`config.mk`:
```
export PLATFORM = sky130hd
export DESIGN_NAME = fb_rect_fill_flat
export DESIGN_NICKNAME = d
export VERILOG_FILES = /design/src/rtl/fb_rect_fill_pkg.sv /design/src/rtl/fb_rect_fill_if.sv /design/src/rtl/fb_rect_fill_scan_counter.sv /design/src/rtl/fb_rect_fill.sv /design/src/flat_wrapper.sv
export SDC_FILE = /design/constraint.sdc
export NUM_CORES = 1
export LEC_CHECK = 0
export CORE_AREA = 2 2 97 62
export DETAILED_ROUTE_END_ITERATION = 8
export DIE_AREA = 0 0 99 64
export PLACE_DENSITY_LB_ADDON = 0.25
export SETUP_SLACK_MARGIN = 0.1
export SLEW_MARGIN = 20
export SYNTH_ARGS = -nofsm -noshare
export SYNTH_HDL_FRONTEND = slang
export SYNTH_SLANG_ARGS = --single-unit
```
`constraint.sdc`:
```
create_clock -name clk -period 3.3 [get_ports clk]
set_input_delay 0.99 -clock clk [delete_from_list [all_inputs] [get_ports clk]]
set_output_delay 0.99 -clock clk [all_outputs]
set_load 0.05 [all_outputs]
```
`src/rtl/fb_rect_fill_pkg.sv`:
```
// fb_pkg: frame-buffer geometry, engine state encoding and address packing shared by fb_rect_fill.
package fb_pkg;
    localparam int X_BITS    = 8;
    localparam int Y_BITS    = 7;
    localparam int ADDR_BITS = X_BITS + Y_BITS;

    typedef enum logic [2:0] {S_IDLE, S_FILL, S_RD, S_WR, S_DONE} state_t;

    function automatic logic [ADDR_BITS-1:0] fb_pack_addr(input logic [X_BITS-1:0] x, input logic [Y_BITS-1:0] y);
        return {y, x};
    endfunction
endpackage

```
`src/rtl/fb_rect_fill_if.sv`:
```
// fb_rect_fill_if: rectangle command handshake plus frame-buffer port A; master issues commands, slave is the engine.
interface fb_rect_fill_if;
    logic                         cmd_valid;
    logic                         cmd_ready;
    logic [fb_pkg::X_BITS-1:0]    cmd_x0;
    logic [fb_pkg::Y_BITS-1:0]    cmd_y0;
    logic [fb_pkg::X_BITS-1:0]    cmd_x1;
    logic [fb_pkg::Y_BITS-1:0]    cmd_y1;
    logic                         cmd_color;
    logic                         cmd_xor;
    logic [fb_pkg::ADDR_BITS-1:0] fb_addr;
    logic                         fb_data;
    logic                         fb_we;
    logic                         fb_rdata;
    logic                         busy;
    logic                         done;

    modport master (
        output cmd_valid, cmd_x0, cmd_y0, cmd_x1, cmd_y1, cmd_color, cmd_xor, fb_rdata,
        input  cmd_ready, fb_addr, fb_data, fb_we, busy, done
    );
    modport slave (
        input  cmd_valid, cmd_x0, cmd_y0, cmd_x1, cmd_y1, cmd_color, cmd_xor, fb_rdata,
        output cmd_ready, fb_addr, fb_data, fb_we, busy, done
    );
endinterface

```
`src/rtl/fb_rect_fill_scan_counter.sv`:
```
// fb_scan_counter: raster scan over a normalised rectangle; equality compares keep x/y from ever passing their max.
module fb_scan_counter
    import fb_pkg::*;
(
    input  logic              clk,
    input  logic              reset,
    input  logic              i_load,
    input  logic              i_step,
    input  logic [X_BITS-1:0] i_x0,
    input  logic [Y_BITS-1:0] i_y0,
    input  logic [X_BITS-1:0] i_x1,
    input  logic [Y_BITS-1:0] i_y1,
    output logic [X_BITS-1:0] o_x,
    output logic [Y_BITS-1:0] o_y,
    output logic              o_last
);
    logic [X_BITS-1:0] r_xmin, r_xmax, r_x;
    logic [Y_BITS-1:0] r_ymin, r_ymax, r_y;

    always_ff @(posedge clk) begin
        if (reset) begin
            r_xmin <= '0;
            r_xmax <= '0;
            r_ymin <= '0;
            r_ymax <= '0;
            r_x    <= '0;
            r_y    <= '0;
        end else if (i_load) begin
            r_xmin <= (i_x0 < i_x1) ? i_x0 : i_x1;
            r_xmax <= (i_x0 < i_x1) ? i_x1 : i_x0;
            r_ymin <= (i_y0 < i_y1) ? i_y0 : i_y1;
            r_ymax <= (i_y0 < i_y1) ? i_y1 : i_y0;
            r_x    <= (i_x0 < i_x1) ? i_x0 : i_x1;
            r_y    <= (i_y0 < i_y1) ? i_y0 : i_y1;
        end else if (i_step) begin
            if (r_x != r_xmax) begin
                r_x <= r_x + X_BITS'(1);
            end else begin
                r_x <= r_xmin;
                if (r_y != r_ymax) r_y <= r_y + Y_BITS'(1);
            end
        end
    end

    assign o_x    = r_x;
    assign o_y    = r_y;
    assign o_last = (r_x == r_xmax) && (r_y == r_ymax);
endmodule

```
`src/rtl/fb_rect_fill.sv`:
```
// fb_rect_fill: writes every pixel of an axis-aligned rectangle into the 256x128 1-bpp frame buffer, one per cycle.
// Define FB_XOR_EN to add read-modify-write XOR drawing (two cycles per pixel).
module fb_rect_fill
    import fb_pkg::*;
(
    input  logic          clk,
    input  logic          reset,
    fb_rect_fill_if.slave bus
);
    state_t            r_state, w_next;
    logic              r_color;
    logic              w_accept, w_step, w_last, w_xor_cmd, w_rdata;
    logic [X_BITS-1:0] w_x;
    logic [Y_BITS-1:0] w_y;

`ifdef FB_XOR_EN
    assign w_xor_cmd = bus.cmd_xor;
    assign w_rdata   = bus.fb_rdata;
`else
    logic w_unused;
    assign w_unused  = bus.cmd_xor ^ bus.fb_rdata;
    assign w_xor_cmd = 1'b0;
    assign w_rdata   = 1'b0;
`endif

    assign w_accept = (r_state == S_IDLE) && bus.cmd_valid;
    assign w_step   = (r_state == S_FILL) || (r_state == S_WR);

    fb_scan_counter u_scan (
        .clk    (clk),
        .reset  (reset),
        .i_load (w_accept),
        .i_step (w_step),
        .i_x0   (bus.cmd_x0),
        .i_y0   (bus.cmd_y0),
        .i_x1   (bus.cmd_x1),
        .i_y1   (bus.cmd_y1),
        .o_x    (w_x),
        .o_y    (w_y),
        .o_last (w_last)
    );

    always_ff @(posedge clk) begin
        if (reset) begin
            r_state <= S_IDLE;
            r_color <= 1'b0;
        end else begin
            r_state <= w_next;
            if (w_accept) r_color <= bus.cmd_color;
        end
    end

    always_comb begin
        w_next = r_state;
        case (r_state)
            S_IDLE:  w_next = w_accept ? (w_xor_cmd ? S_RD : S_FILL) : S_IDLE;
            S_FILL:  w_next = w_last ? S_DONE : S_FILL;
            S_RD:    w_next = S_WR;
            S_WR:    w_next = w_last ? S_DONE : S_RD;
            default: w_next = S_IDLE;
        endcase
    end

    assign bus.cmd_ready = (r_state == S_IDLE);
    assign bus.busy      = (r_state != S_IDLE);
    assign bus.done      = (r_state == S_DONE);
    assign bus.fb_we     = w_step;
    assign bus.fb_addr   = fb_pack_addr(w_x, w_y);
    // port A read data lands in WR, one cycle after RD presented the address
    assign bus.fb_data   = (r_state == S_FILL) ? r_color : (r_state == S_WR) ? (w_rdata ^ r_color) : 1'b0;
endmodule
```
`src/flat_wrapper.sv`:
```
// flat-port wrapper written by rule: the top's interface ports become plain ports
module fb_rect_fill_flat import fb_pkg::*;
  (clk, reset, bus_cmd_valid, bus_cmd_x0, bus_cmd_y0, bus_cmd_x1, bus_cmd_y1, bus_cmd_color, bus_cmd_xor, bus_fb_rdata, bus_cmd_ready, bus_fb_addr, bus_fb_data, bus_fb_we, bus_busy, bus_done);
  fb_rect_fill_if bus_i ();
  input  logic clk;
  input  logic reset;
  input wire logic [$bits(bus_i.cmd_valid)-1:0] bus_cmd_valid;
  input wire logic [$bits(bus_i.cmd_x0)-1:0] bus_cmd_x0;
  input wire logic [$bits(bus_i.cmd_y0)-1:0] bus_cmd_y0;
  input wire logic [$bits(bus_i.cmd_x1)-1:0] bus_cmd_x1;
  input wire logic [$bits(bus_i.cmd_y1)-1:0] bus_cmd_y1;
  input wire logic [$bits(bus_i.cmd_color)-1:0] bus_cmd_color;
  input wire logic [$bits(bus_i.cmd_xor)-1:0] bus_cmd_xor;
  input wire logic [$bits(bus_i.fb_rdata)-1:0] bus_fb_rdata;
  output wire logic [$bits(bus_i.cmd_ready)-1:0] bus_cmd_ready;
  output wire logic [$bits(bus_i.fb_addr)-1:0] bus_fb_addr;
  output wire logic [$bits(bus_i.fb_data)-1:0] bus_fb_data;
  output wire logic [$bits(bus_i.fb_we)-1:0] bus_fb_we;
  output wire logic [$bits(bus_i.busy)-1:0] bus_busy;
  output wire logic [$bits(bus_i.done)-1:0] bus_done;
  assign bus_i.cmd_valid = bus_cmd_valid;
  assign bus_i.cmd_x0 = bus_cmd_x0;
  assign bus_i.cmd_y0 = bus_cmd_y0;
  assign bus_i.cmd_x1 = bus_cmd_x1;
  assign bus_i.cmd_y1 = bus_cmd_y1;
  assign bus_i.cmd_color = bus_cmd_color;
  assign bus_i.cmd_xor = bus_cmd_xor;
  assign bus_i.fb_rdata = bus_fb_rdata;
  assign bus_cmd_ready = bus_i.cmd_ready;
  assign bus_fb_addr = bus_i.fb_addr;
  assign bus_fb_data = bus_i.fb_data;
  assign bus_fb_we = bus_i.fb_we;
  assign bus_busy = bus_i.busy;
  assign bus_done = bus_i.done;
  fb_rect_fill u_core (.clk(clk), .reset(reset), .bus(bus_i));
endmodule
```
=== Yosys cells after proc, flatten, opt, wreduce, memory -nomap -nowiden ===
Index checks and enable logic that the tools add are counted.

* Output and inout bits: 20
* Flip-flop bits (word level): 42
* Input port bits: 36

* Add/subtract/negate cells: 2
* Eq/ne operators: 9
* Magnitude comparators: 2
* Mux-type cells: 17
* Reduce and logical (&&, ||, !) cells: 8

{| class="wikitable"
|+ Operators by type and width
! kind !! number
|-
| 7-bit two-way mux || 6
|-
| 8-bit two-way mux || 5
|-
| 3-bit case mux with 4 select lines || 1
|-
| 8-bit by 1-bit adder with 8-bit output (second input constant) || 1
|-
| 8-bit == test || 1
|-
| 8-bit less-than comparator || 1
|-
| 8-bit != test || 1
|-
| 7-bit by 1-bit adder with 7-bit output (second input constant) || 1
|-
| 7-bit == test || 1
|-
| 7-bit less-than comparator || 1
|-
| 7-bit != test || 1
|-
| 3-bit by 2-bit == test with 1-bit output (second input constant) || 2
|-
| 3-bit two-way mux || 2
|-
| 2-bit nonzero test || 2
|-
| 3-bit by 1-bit == test with 1-bit output (second input constant) || 1
|-
| 3-bit == test (second input constant) || 1
|-
| 3-bit logical NOT || 1
|-
| 1-bit two-way mux || 3
|-
| 3-bit AND reduction || 1
|-
| 3-bit nonzero test || 1
|-
| 1-bit logical AND || 2
|-
| 2-bit by 1-bit != test with 1-bit output (second input constant) || 1
|-
| 1-bit logical OR || 1
|}

=== Logic depth before layout (Yosys ltp) ===
* Word-level depth: 5
* Mapped depth: 9

=== By module ===
From an unflattened synthesis, not the netlist that was laid out.

* Cells, all modules: 320
* Area total of the unflattened synthesis: 2753.9 µm²

{| class="wikitable"
|+ Modules (own cells, without submodules)
! module !! seq. area each (µm²) !! cells each !! times used !! area each (µm²)
|-
| fb_scan_counter || 760.7 || 301 || 1 || 2553.7
|-
| fb_rect_fill || 80.1 || 19 || 1 || 200.2
|}

=== Worst setup path before layout ===
OpenSTA, ideal clock, no wires.

* Path kind: input-to-reg
* Start point: input port bus_cmd_x1[2]
* End point: register u_core.u_scan.r_xmax[7]
* Required time: 3.162 ns
* Setup slack: 0.639 ns
* Arrival time: 2.523 ns
* Stages on the path: 8
* Path buffers: 1
* Path through: inv_1 ha_1 a211oi_1 o21ai_1 a21oi_2 buf_4 mux2i_1 a211oi_1

* Longest elaborated chain between the ends: 2

{| class="wikitable"
|+ Ends and longest elaborated chain
! element !! RTL line !! RTL
|-
| from (decl) || flat_wrapper.sv:10 || <nowiki>input wire logic [$bits(bus_i.cmd_x1)-1:0] bus_cmd_x1;</nowiki>
|-
| 8-bit less-than comparator || fb_rect_fill_scan_counter.sv:30 || <nowiki>r_xmax <= (i_x0 < i_x1) ? i_x1 : i_x0;</nowiki>
|-
| 8-bit two-way mux || fb_rect_fill_scan_counter.sv:30 ||
|-
| to (signal assigned) || fb_rect_fill_scan_counter.sv:30 ||
|-
| to (decl) || fb_rect_fill_scan_counter.sv:17 || <nowiki>logic [X_BITS-1:0] r_xmin, r_xmax, r_x;</nowiki>
|}

No other way between the ends.
A chain may end at the register's enable or synchronous reset.

=== Worst setup path after layout ===
* Start point: input port bus_cmd_y1[6]
* End point: register u_core.u_scan.r_y[1] (netlist: u_core.u_scan.o_y[1])

* Longest elaborated chain between the ends: 3

{| class="wikitable"
|+ Ends and longest elaborated chain
! element !! RTL line !! RTL
|-
| from (decl) || flat_wrapper.sv:11 || <nowiki>input wire logic [$bits(bus_i.cmd_y1)-1:0] bus_cmd_y1;</nowiki>
|-
| 7-bit less-than comparator || fb_rect_fill_scan_counter.sv:34 || <nowiki>r_y <= (i_y0 < i_y1) ? i_y0 : i_y1;</nowiki>
|-
| 7-bit two-way mux || fb_rect_fill_scan_counter.sv:34 ||
|-
| 7-bit two-way mux || fb_rect_fill_scan_counter.sv:28 || <nowiki>end else if (i_load) begin</nowiki>
|-
| to (signal assigned) || fb_rect_fill_scan_counter.sv:34 ||
|-
| to (signal assigned) || fb_rect_fill_scan_counter.sv:40 || <nowiki>if (r_y != r_ymax) r_y <= r_y + Y_BITS'(1);</nowiki>
|-
| to (decl) || fb_rect_fill_scan_counter.sv:18 || <nowiki>logic [Y_BITS-1:0] r_ymin, r_ymax, r_y;</nowiki>
|}

No other way between the ends.

==> impl_metrics.yaml <==
run_status:
  status: "finished clean"
die:
  initial_utilization_pct: 51.2
  die-area_um2: 6340
  io_pins: 56
  die_w_um: 99
  dieHeight_um: 64
  num_rows: 21
  core-area_um2: 5390
detailed_routing:
  firstDrtPassIters: 5
  vias: 2562
  drt_wl_total_um: 6930
  avgRoutedWirePerCell_um: 15.1
  ant_nets: 0
  viasPerCell: 5.57
  drc: 0
  drtIter0Drc: 146
yosys:
  synth_top_area_share_pct: 30.5
  ys_ff_latch: 42
  yosys_warnings: 0
  ys_dominant_reg_cell: "dfxtp_1"
  synth_edf_count: 0
  synth_area_leader_cell: "dfxtp_1"
  syn_inst: 336
  syn_area_per_cell_um2: 8.20
  netlist_top_cells_area: "dfxtp_1, ha_1, nor2_1"
  yosysSeqAreaShare_pct: 30.5
  async_flop_share_pct: 0
  synth.distinct_cells: 46
  syn_area_um2: 2760
  synth_nets: 387
grt:
  overflow: 0
  grt_max_degree: 34
  track_usage_pct: 22.5
  first_global_vias: 2330
  grt_pass1_wl_um: 11400
  antenna_found_initial: 0
clocking:
  clockRootBuffer: "clkbuf_8"
  cts_tree: "built"
  clock_latency_ns: 0.30
  htreeDepth: 2
  cts_hold_buf: 0
  cts_sinks: 42
  cts_setup_buffers: 0
  cts_buffers: 5
  clk_pin_slew_ns: 0.09
  post_cts_resized: 0
  clockBufferDepth: 2
sta:
  fin_crit_sh_pct: 88.2
  fin_skew_ns: 0.0120
  slew_violations: 0
  fmax_mhz: 343
  hold_viol: 0
  setup_slack_ns: 0.388
  slew_headroom_pct: 53.7
  finalSetupTns_ns: 0
  rsz0062_at_grt: "false"
  fin_crit_ns: 2.91
  worst_pin_slew_ns: 0.693
  setup_viol: 0
hold_path:
  hold_path_class: "reg -> reg"
  whs_path_depth: 2
  min_to: "u_core.r_color"
  worstHoldStart: "u_core.r_color"
critical_path:
  end_kind: "register"
  timing.reg2reg.setup_slack_ns: 1.15
  path_max_fanout: 9
  rr_endpoint: "u_core.u_scan.o_y[5]"
  rr_worst_depth: 6
  r2r-start: "u_core.u_scan.o_y[2]"
  cp.required_ns: 3.49
  crit_path_start_kind: "input port"
  worstPathArrival_ns: 3.10
  worst-setup-path-type: "in -> reg"
job:
  maxCapViolations: 0
cells_and_area:
  n_antenna_cell: 0
  final_nets: 441
  finish.utilization_pct: 64.9
  drive_above_1_share_pct: 10.5
  syn_to_final_growth_pct: 26.9
  fillers: 466
placement:
  port_buffers: 53
  gp_congestion: 0.867
  pre_cts_ws_ns: 0.0681
  place_hpwl_um: 5350
pwr:
  ir_worst_vdd_mv: 0.243
  p_leak_nw: 1.51
  power_density_nw_per_um2: 451
[how the worst max path moves through the flow]
stage / endpoint / slack [ns] / depth (start not counted) / from
2_1_floorplan: u_core.u_scan.r_xmax[7] / 0.64 / 8 / bus_cmd_x1[2]
4_1_cts: u_core.u_scan.o_x[6] / 0.39 / 10 / bus_cmd_x1[2]
6_report: u_core.u_scan.o_y[1] / 0.39 / 10 / bus_cmd_y1[6]
3_3_place_gp: u_core.u_scan.o_x[2] / 0.15 / 10 / bus_cmd_x1[2]
3_5_place_dp: u_core.u_scan.o_x[6] / 0.07 / 10 / bus_cmd_x1[2]
5_1_grt: u_core.u_scan.o_y[4] / 0.25 / 10 / bus_cmd_y1[2]
[cells in the final DEF, fill, tap and decap left out, types with 2 or more instances in the layout]
cell and count:
a2111oi_2 3, a211oi_1 21, a21o_1 3, a21oi_1 28
a31oi_1 8, and2_1 2, and3_1 8, buf_4 14
clkbuf_8 5, clkdlybuf4s50_1 52, clkinv_2 2, dfxtp_1 42
ha_1 15, inv_1 22, mux2_2 5, mux2_4 4
mux2i_1 17, nand2_1 15, nand2b_1 2, nand3_1 7
nand4_1 6, nor2_1 46, nor3_1 8, o211a_1 2
o21a_1 6, o21ai_0 9, o21ai_1 3, o221ai_1 2
o22ai_1 2, xnor2_1 8, xor2_1 7
[state kept, by name, summed over array words and instances (netlist names)]
| signal | flops |
|---|---|
| u_core.u_scan.r_ymax | 7 |
| u_core.u_scan.o_y | 7 |
| u_core.u_scan.o_x | 8 |
| u_core.r_color | 1 |
| u_core.r_state | 3 |
| u_core.u_scan.r_xmax | 8 |
| u_core.u_scan.r_xmin | 8 |
[through the flow]
stage | hold WS, ns | total power [mW] | cell area (um^2) | instances
global route | 0.484 | 1.66 | 3500 | 460
CTS | 0.460 | 1.58 | 3500 | 460
floorplan | 0.432 | 0.993 | 2760 | 336
finish | 0.458 | 1.58 | 3500 | 460
detailed placement | 0.448 | 1.18 | 3390 | 452
global placement | 0.442 | 1.16 | 3390 | 452
[cell usage after synthesis, drive strengths merged, types with 8 or more instances]
| master | count |
|---|---|
| o21ai | 12 |
| nand2 | 16 |
| ha | 15 |
| a31oi | 8 |
| mux2i | 17 |
| clkbuf | 10 |
| dfxtp | 42 |
| buf | 9 |
| nor3 | 9 |
| and3 | 8 |
| inv | 22 |
| xnor2 | 8 |
| mux2 | 9 |
| nor2 | 46 |
| a211oi | 21 |
| a21oi | 30 |
[report_power, final]
part	switching (mW)	internal, mW	leakage, nW
clock network	0.184	0.223	0.0579
registers	0.0620	0.558	0.348
logic	0.312	0.238	1.11
[layer usage]
| metal | track usage, % | vias to the layer above | part of all wire [%] |
|---|---|---|---|
| li1 | - | 1317 | - |
| met1 | 35.7 | 1166 | 53 |
| met2 | 31.1 | 73 | 39 |
| met3 | 5.03 | 6 | 6.7 |
| met4 | 3.25 | 0 | 0.46 |
| met5 | 0 | - | 0 |
[critical path, stage by stage]
cell             delay [ns]
clkdlybuf4s50_1        0.48
inv_1                  0.06
ha_1                   0.33
nand4_1                0.11
and3_1                 0.18
o21ai_1                0.23
buf_4                  0.25
mux2i_1                0.24
nand2_1                0.10
o211a_1                0.13
[area by class of cell]
| cell class | instances | area (um^2) | share of cell area, % |
|---|---|---|---|
| multi-input cells | 252 | 1750 | 50.0 |
| flip-flops and latches | 42 | 841 | 24.0 |
| repair buffers | 66 | 626 | 17.9 |
| inverters | 23 | 86.3 | 2.47 |
| well taps | 69 | 86.3 | 2.47 |
| clock buffers | 5 | 68.8 | 1.97 |
| clock inverters | 3 | 40.0 | 1.14 |
[kinds of logic after synthesis]
logic type	Yosys count	synth area share (%)
multiplexers	26	10.4
buffers and inverters	42	6.08
AO/OA/AOI/OAI	94	23.9
flip-flops	42	30.5
AND/OR/NAND/NOR	102	17.5
XOR/XNOR	15	4.77
adder cells (fa/ha/maj)	15	6.81
Power figures use the tool's default switching activity.
